**src/rtl/store_commit_buffer.sv**
```systemverilog
// Store buffer: speculative queue of translated stores, moved on retire into a commit queue drained in order to the D$.
// Latency: a write is visible next cycle; a commit into an empty commit queue raises req_o one cycle later.
// Backpressure: ready_o/commit_ready_o come from registered counts only; request fields hold while req_o && !gnt_i.
module store_commit_buffer #(
    parameter int DEPTH_SPEC   = 4,
    parameter int DEPTH_COMMIT = 8,
    parameter int ADDR_W       = 56,
    parameter int DATA_W       = 64
) (
    input  logic                clk_i,
    input  logic                rst_i,
    input  logic                flush_i,
    input  logic                valid_i,
    output logic                ready_o,
    input  logic [ADDR_W-1:0]   paddr_i,
    input  logic [DATA_W-1:0]   data_i,
    input  logic [DATA_W/8-1:0] be_i,
    input  logic [1:0]          size_i,
    input  logic                commit_i,
    output logic                commit_ready_o,
    input  logic [11:0]         page_offset_i,
    output logic                page_offset_match_o,
    output logic                no_st_pending_o,
    output logic                empty_o,
    output logic                req_o,
    output logic [ADDR_W-1:0]   addr_o,
    output logic [DATA_W-1:0]   wdata_o,
    output logic [DATA_W/8-1:0] be_o,
    output logic [1:0]          size_o,
    input  logic                gnt_i
);

    localparam int BE_W = DATA_W / 8;
    localparam int SP_W = $clog2(DEPTH_SPEC);
    localparam int CM_W = $clog2(DEPTH_COMMIT);

    typedef struct packed {
        logic [ADDR_W-1:0] paddr;
        logic [DATA_W-1:0] data;
        logic [BE_W-1:0]   be;
        logic [1:0]        size;
    } entry_t;

    // Speculative queue state
    entry_t            spec_mem_q [DEPTH_SPEC];
    entry_t            spec_mem_d [DEPTH_SPEC];
    logic [SP_W-1:0]   spec_head_q, spec_head_d;
    logic [SP_W-1:0]   spec_tail_q, spec_tail_d;
    logic [SP_W:0]     spec_cnt_q,  spec_cnt_d;

    // Commit queue state
    entry_t            cm_mem_q [DEPTH_COMMIT];
    entry_t            cm_mem_d [DEPTH_COMMIT];
    logic [CM_W-1:0]   cm_head_q, cm_head_d;
    logic [CM_W-1:0]   cm_tail_q, cm_tail_d;
    logic [CM_W:0]     cm_cnt_q,  cm_cnt_d;

    logic   spec_wr;
    logic   commit_fire;
    logic   pop;
    entry_t wr_entry;
    entry_t head_entry;

    // Only page-offset bits [11:3] take part in the alias check
    logic   unused_po_bits;
    assign unused_po_bits = ^page_offset_i[2:0];

    assign ready_o        = (spec_cnt_q != (SP_W+1)'(DEPTH_SPEC));
    assign commit_ready_o = (cm_cnt_q != (CM_W+1)'(DEPTH_COMMIT));
    assign req_o          = (cm_cnt_q != '0);
    assign no_st_pending_o = (cm_cnt_q == '0);
    assign empty_o        = (spec_cnt_q == '0) && (cm_cnt_q == '0);

    // A flush in the same cycle kills the incoming write
    assign spec_wr     = valid_i && ready_o && !flush_i;
    assign commit_fire = commit_i && (spec_cnt_q != '0) && commit_ready_o;
    assign pop         = req_o && gnt_i;

    assign wr_entry = '{paddr: paddr_i, data: data_i, be: be_i, size: size_i};

    assign head_entry = cm_mem_q[cm_head_q];
    assign addr_o     = head_entry.paddr;
    assign wdata_o    = head_entry.data;
    assign be_o       = head_entry.be;
    assign size_o     = head_entry.size;

    // Speculative queue next state: write at tail, commit from head, flush drops what remains after the commit
    always_comb begin
        spec_mem_d  = spec_mem_q;
        spec_head_d = spec_head_q + SP_W'(commit_fire);
        spec_tail_d = spec_tail_q + SP_W'(spec_wr);
        spec_cnt_d  = spec_cnt_q + (SP_W+1)'(spec_wr) - (SP_W+1)'(commit_fire);
        if (spec_wr) begin
            spec_mem_d[spec_tail_q] = wr_entry;
        end
        if (flush_i) begin
            spec_tail_d = spec_head_d;
            spec_cnt_d  = '0;
        end
    end

    // Commit queue next state: push the retired spec head, pop on grant; both in one cycle leave the count unchanged
    always_comb begin
        cm_mem_d  = cm_mem_q;
        cm_head_d = cm_head_q + CM_W'(pop);
        cm_tail_d = cm_tail_q + CM_W'(commit_fire);
        cm_cnt_d  = cm_cnt_q + (CM_W+1)'(commit_fire) - (CM_W+1)'(pop);
        if (commit_fire) begin
            cm_mem_d[cm_tail_q] = spec_mem_q[spec_head_q];
        end
    end

    // Alias check over every live entry of both queues; the entry being granted this cycle is still live
    always_comb begin
        logic [SP_W-1:0] sp_off;
        logic [CM_W-1:0] cm_off;
        page_offset_match_o = 1'b0;
        sp_off = '0;
        cm_off = '0;
        for (int j = 0; j < DEPTH_SPEC; j++) begin
            sp_off = SP_W'(j) - spec_head_q;
            if (({1'b0, sp_off} < spec_cnt_q) &&
                (spec_mem_q[j].paddr[11:3] == page_offset_i[11:3])) begin
                page_offset_match_o = 1'b1;
            end
        end
        for (int j = 0; j < DEPTH_COMMIT; j++) begin
            cm_off = CM_W'(j) - cm_head_q;
            if (({1'b0, cm_off} < cm_cnt_q) &&
                (cm_mem_q[j].paddr[11:3] == page_offset_i[11:3])) begin
                page_offset_match_o = 1'b1;
            end
        end
    end

    // State registers; reset empties both queues outright, dropping any in-flight drain
    always_ff @(posedge clk_i or posedge rst_i) begin
        if (rst_i) begin
            for (int j = 0; j < DEPTH_SPEC; j++) begin
                spec_mem_q[j] <= '0;
            end
            for (int j = 0; j < DEPTH_COMMIT; j++) begin
                cm_mem_q[j] <= '0;
            end
            spec_head_q <= '0;
            spec_tail_q <= '0;
            spec_cnt_q  <= '0;
            cm_head_q   <= '0;
            cm_tail_q   <= '0;
            cm_cnt_q    <= '0;
        end else begin
            spec_mem_q  <= spec_mem_d;
            cm_mem_q    <= cm_mem_d;
            spec_head_q <= spec_head_d;
            spec_tail_q <= spec_tail_d;
            spec_cnt_q  <= spec_cnt_d;
            cm_head_q   <= cm_head_d;
            cm_tail_q   <= cm_tail_d;
            cm_cnt_q    <= cm_cnt_d;
        end
    end

endmodule

```
**config.mk**
```make
export PLATFORM = sky130hd
export DESIGN_NAME = store_commit_buffer
export DESIGN_NICKNAME = d
export VERILOG_FILES = /design/src/rtl/store_commit_buffer.sv
export SDC_FILE = /design/constraint.sdc
export NUM_CORES = 2
export LEC_CHECK = 0
export ABC_AREA = 1
export BUFFER_PORTS_ARGS = -buffer_cell sky130_fd_sc_hd__buf_2
export CORE_UTILIZATION = 47
export DETAILED_ROUTE_END_ITERATION = 7
export PLACE_DENSITY_LB_ADDON = 0.05
export SLEW_MARGIN = 10
export SYNTH_ARGS = -nofsm -noshare
export SYNTH_HDL_FRONTEND = slang
export SYNTH_SLANG_ARGS = --single-unit
```
**constraint.sdc**
```tcl
create_clock -name clk_i -period 54.9 [get_ports clk_i]
set_input_delay 0 -clock clk_i [delete_from_list [all_inputs] [get_ports clk_i]]
set_output_delay 0 -clock clk_i [all_outputs]
set_load 0.1 [all_outputs]
```
==> run_results.csv <==
group,metric,value,unit
outcome,outcome,"complete, no violations",
timing,clock.fmax,0.170,GHz
detailed_routing,drt_iter0_markers,5398,
detailed_routing,first_pass_iters,5,
setup_path,start_kind,"input pin",
cells_and_area,syn2layout_area_growth,14.4,%
global_routing,grt_max_degree,206,
setup_path,worstPathArrival,6.73,ns
synthesis,synthCells,8743,
clock_tree,cts_sinks,1577,
timing,fin_setup_tns,0,ns
run,maxCapViolCount,0,
placed_design,place_ws,49.01,ns
timing,maxSlewViolCount,0,
synthesis,ys_warn_count,0,
synthesis,yosysMostFrequentCell,"nand2_1",
timing,timing.slew.headroom,0.174,
setup_path,crit_type,"in -> async",
global_routing,grt-ovfl-total,0,
hold_path,hp-class,"in -> reg",
synthesis,synth_top_cell_area_share,0.543,
placed_design,dp_hpwl,124000,um
global_routing,grt_pass1_vias,60300,
floorplan,design.die.area,156000,sq um
floorplan,initial_utilization,0.476,
cells_and_area,layout-drive-gt1-share,0.0738,
timing,setup_viol,0,
synthesis,ys.flop_type,"dfrtp_1",
setup_path,max_stage_delay,0.88,ns
placed_design,portBuffers,280,
synthesis,ys_types,35,
timing,fin_ws,49.01,ns
clock_tree,clockRootBuffer,"clkbuf_16",
timing,fin_crit_sh,0.107,
timing,max_slew.worst_pin.slew,1.24,ns
floorplan,pin_count,284,
synthesis,ys_seq_area_frac,0.543,
timing,hold_viol_final,0,
cells_and_area,fin_nets,9087,
clock_tree,cts_resized,0,
synthesis,syn-cell-area,72700,sq um
global_routing,grtUsageTotal,0.299,
floorplan,core_area,153000,sq um
synthesis,synth_area_leaders,"dfrtp_1, nand2_1, o21ai_0, o211ai_1, inv_1",
clock_tree,cts.clk_slew.worst_paths,0.06,ns
placed_design,routabilityCongestion,0.842,
setup_path,cpMostUsedCell,"buf_4",
setup_path,path_max_fanout,153,
timing,clock_skew,0.0275,ns
clock_tree,clkLatencyLatePin,0.80,ns
synthesis,yosysTopAreaCell,"dfrtp_1",
timing,rsz0062_at_grt,"false",
clock_tree,cts_buffers,177,
global_routing,antenna_found_initial,12,
detailed_routing,wl_per_cell,21.2,um
clock_tree,htreeDepth,4,
detailed_routing,finalWirelength,234000,um
synthesis,synth_edf_count,0,
detailed_routing,ant_nets,0,
timing,finalCriticalPeriod,5.89,ns
synthesis,async_flop_share,1.00,
synthesis,synth-seq-cells,1577,
clock_tree,clock_path_buffers,3,
detailed_routing,drc,0,
synthesis,ys_top_cells_by_count,"nand2_1, dfrtp_1, o21ai_0",
global_routing,grt_pass1_wl,366000,um
floorplan,row_count,143,
clock_tree,tritoncts,"built",
floorplan,die-width,395,um
detailed_routing,via_per_inst,5.59,
synthesis,synth.net_count,8925,
synthesis,syn_avg_cell_area,8.32,sq um
detailed_routing,vias,61900,
floorplan,die_y,395,um
setup_path,required,55.74,ns
setup_path,crit_path_end_kind,"async pin",
setup_path,path_cells,"dlygate4sd3_1 > buf_2 > dlygate4sd3_1 > inv_8 > buf_4 > buf_4 > buf_12 > buf_12 > buf_4 > buf_4",
setup_path,cp_slowest_cell,"buf_4",
## sequential cells by signal, indices dropped and copies added, names as in the netlist
signal / count
cm_cnt_q: 4
spec_cnt_q: 3
cm_mem_q: 1040
spec_head_q: 2
cm_head_q: 3
spec_mem_q: 520
cm_tail_q: 3
spec_tail_q: 2
## path summary, 6_finish.rpt
| check | from | cells after the start | end | slack, ns |
|---|---|---|---|---|
| worst max-delay path | rst_i | 10 | spec_mem_q[433] | 49.01 |
| worst min-delay path | data_i[44] | 4 | spec_mem_q[54] | 0.04 |
| worst max register to register | cm_cnt_q[2] | 12 | cm_mem_q[672] | 50.01 |
| worst min register to register | cm_mem_q[753] | 2 | cm_mem_q[753] | 0.47 |
| max in group clk_i | cm_head_q[1] | 6 | addr_o[2] | 49.98 |
| min in group asynchronous | rst_i | 4 | spec_mem_q[364] | 0.52 |
## placed cells by master, fill, tap and decap left out, types with 8 or more instances in the layout
cell type	netlist	final
inv_1	754	752
nor2_1	197	190
clkinv_2	0	20
clkbuf_8	0	38
clkbuf_1	388	55
bufinv_16	0	8
ha_1	32	32
o211ai_1	381	381
clkbuf_16	0	181
dfrtp_1	1577	1575
o2111ai_1	129	129
xnor2_1	26	26
nand3_1	142	140
o21ai_1	544	544
buf_4	23	80
a22oi_1	132	132
xor2_1	11	11
a21oi_1	135	135
o21ai_0	1291	1291
buf_2	170	280
nand4_1	19	19
dlygate4sd3_1	0	269
nor2_4	2	12
buf_12	0	12
o221ai_1	8	8
nand2_1	2677	2671
## per-stage QoR
step / utilization / hold slack [ns] / area, sq um / cells
floorplan: - / 0.0652 / 72700 / 8743
global placement: 0.489 / 0.221 / 74700 / 10500
detailed placement: 0.489 / 0.225 / 74700 / 10500
CTS: 0.544 / 0.000128 / 83200 / 11100
global route: 0.545 / 0.0400 / 83200 / 11100
finish: 0.545 / 0.0383 / 83200 / 11100
## per-layer routing
metal	global-route usage	vias to the layer above	wire, um
met5	0	-	13
met1	0.431	30500	107000
met3	0.0388	328	14400
li1	-	29100	-
met4	0.0736	2	5050
met2	0.479	1952	108000
## cell families (layout without fill, tap and decap cells)
logic type	after synthesis	in the layout	share of synthesized area
AO/OA/AOI/OAI	2626	2626	0.206
XOR/XNOR	37	37	0.00446
adder cells (fa/ha/maj)	34	34	0.00606
buffers and inverters	1421	1718	0.0798
flip-flops	1577	1577	0.543
other	0	3	0
AND/OR/NAND/NOR	3048	3048	0.161
## worst max-delay path: cells and delay by family
| family | cells | cell delay, ns |
|---|---|---|
| buf+inv | 10 | 6.26 |
## layout make-up
class | instances | area [sq um]
Clock inverter | 40 | 500
Antenna cell | 3 | 7.51
Inverter | 763 | 2880
Timing Repair Buffer | 641 | 4930
Sequential cell | 1577 | 39500
Multi-Input combinational cell | 5745 | 27600
Tap cell | 2030 | 2540
Fill cell | 14300 | 69600
Clock buffer | 274 | 5260
## repair_timing
item	4_1_cts	5_1_grt
endpoints found under the hold margin	651	0
hold buffers	269	0
setup buffers	0	0
Power is not shown: default switching activity piles up to over one toggle a cycle in this logic, so the estimate is an artifact.
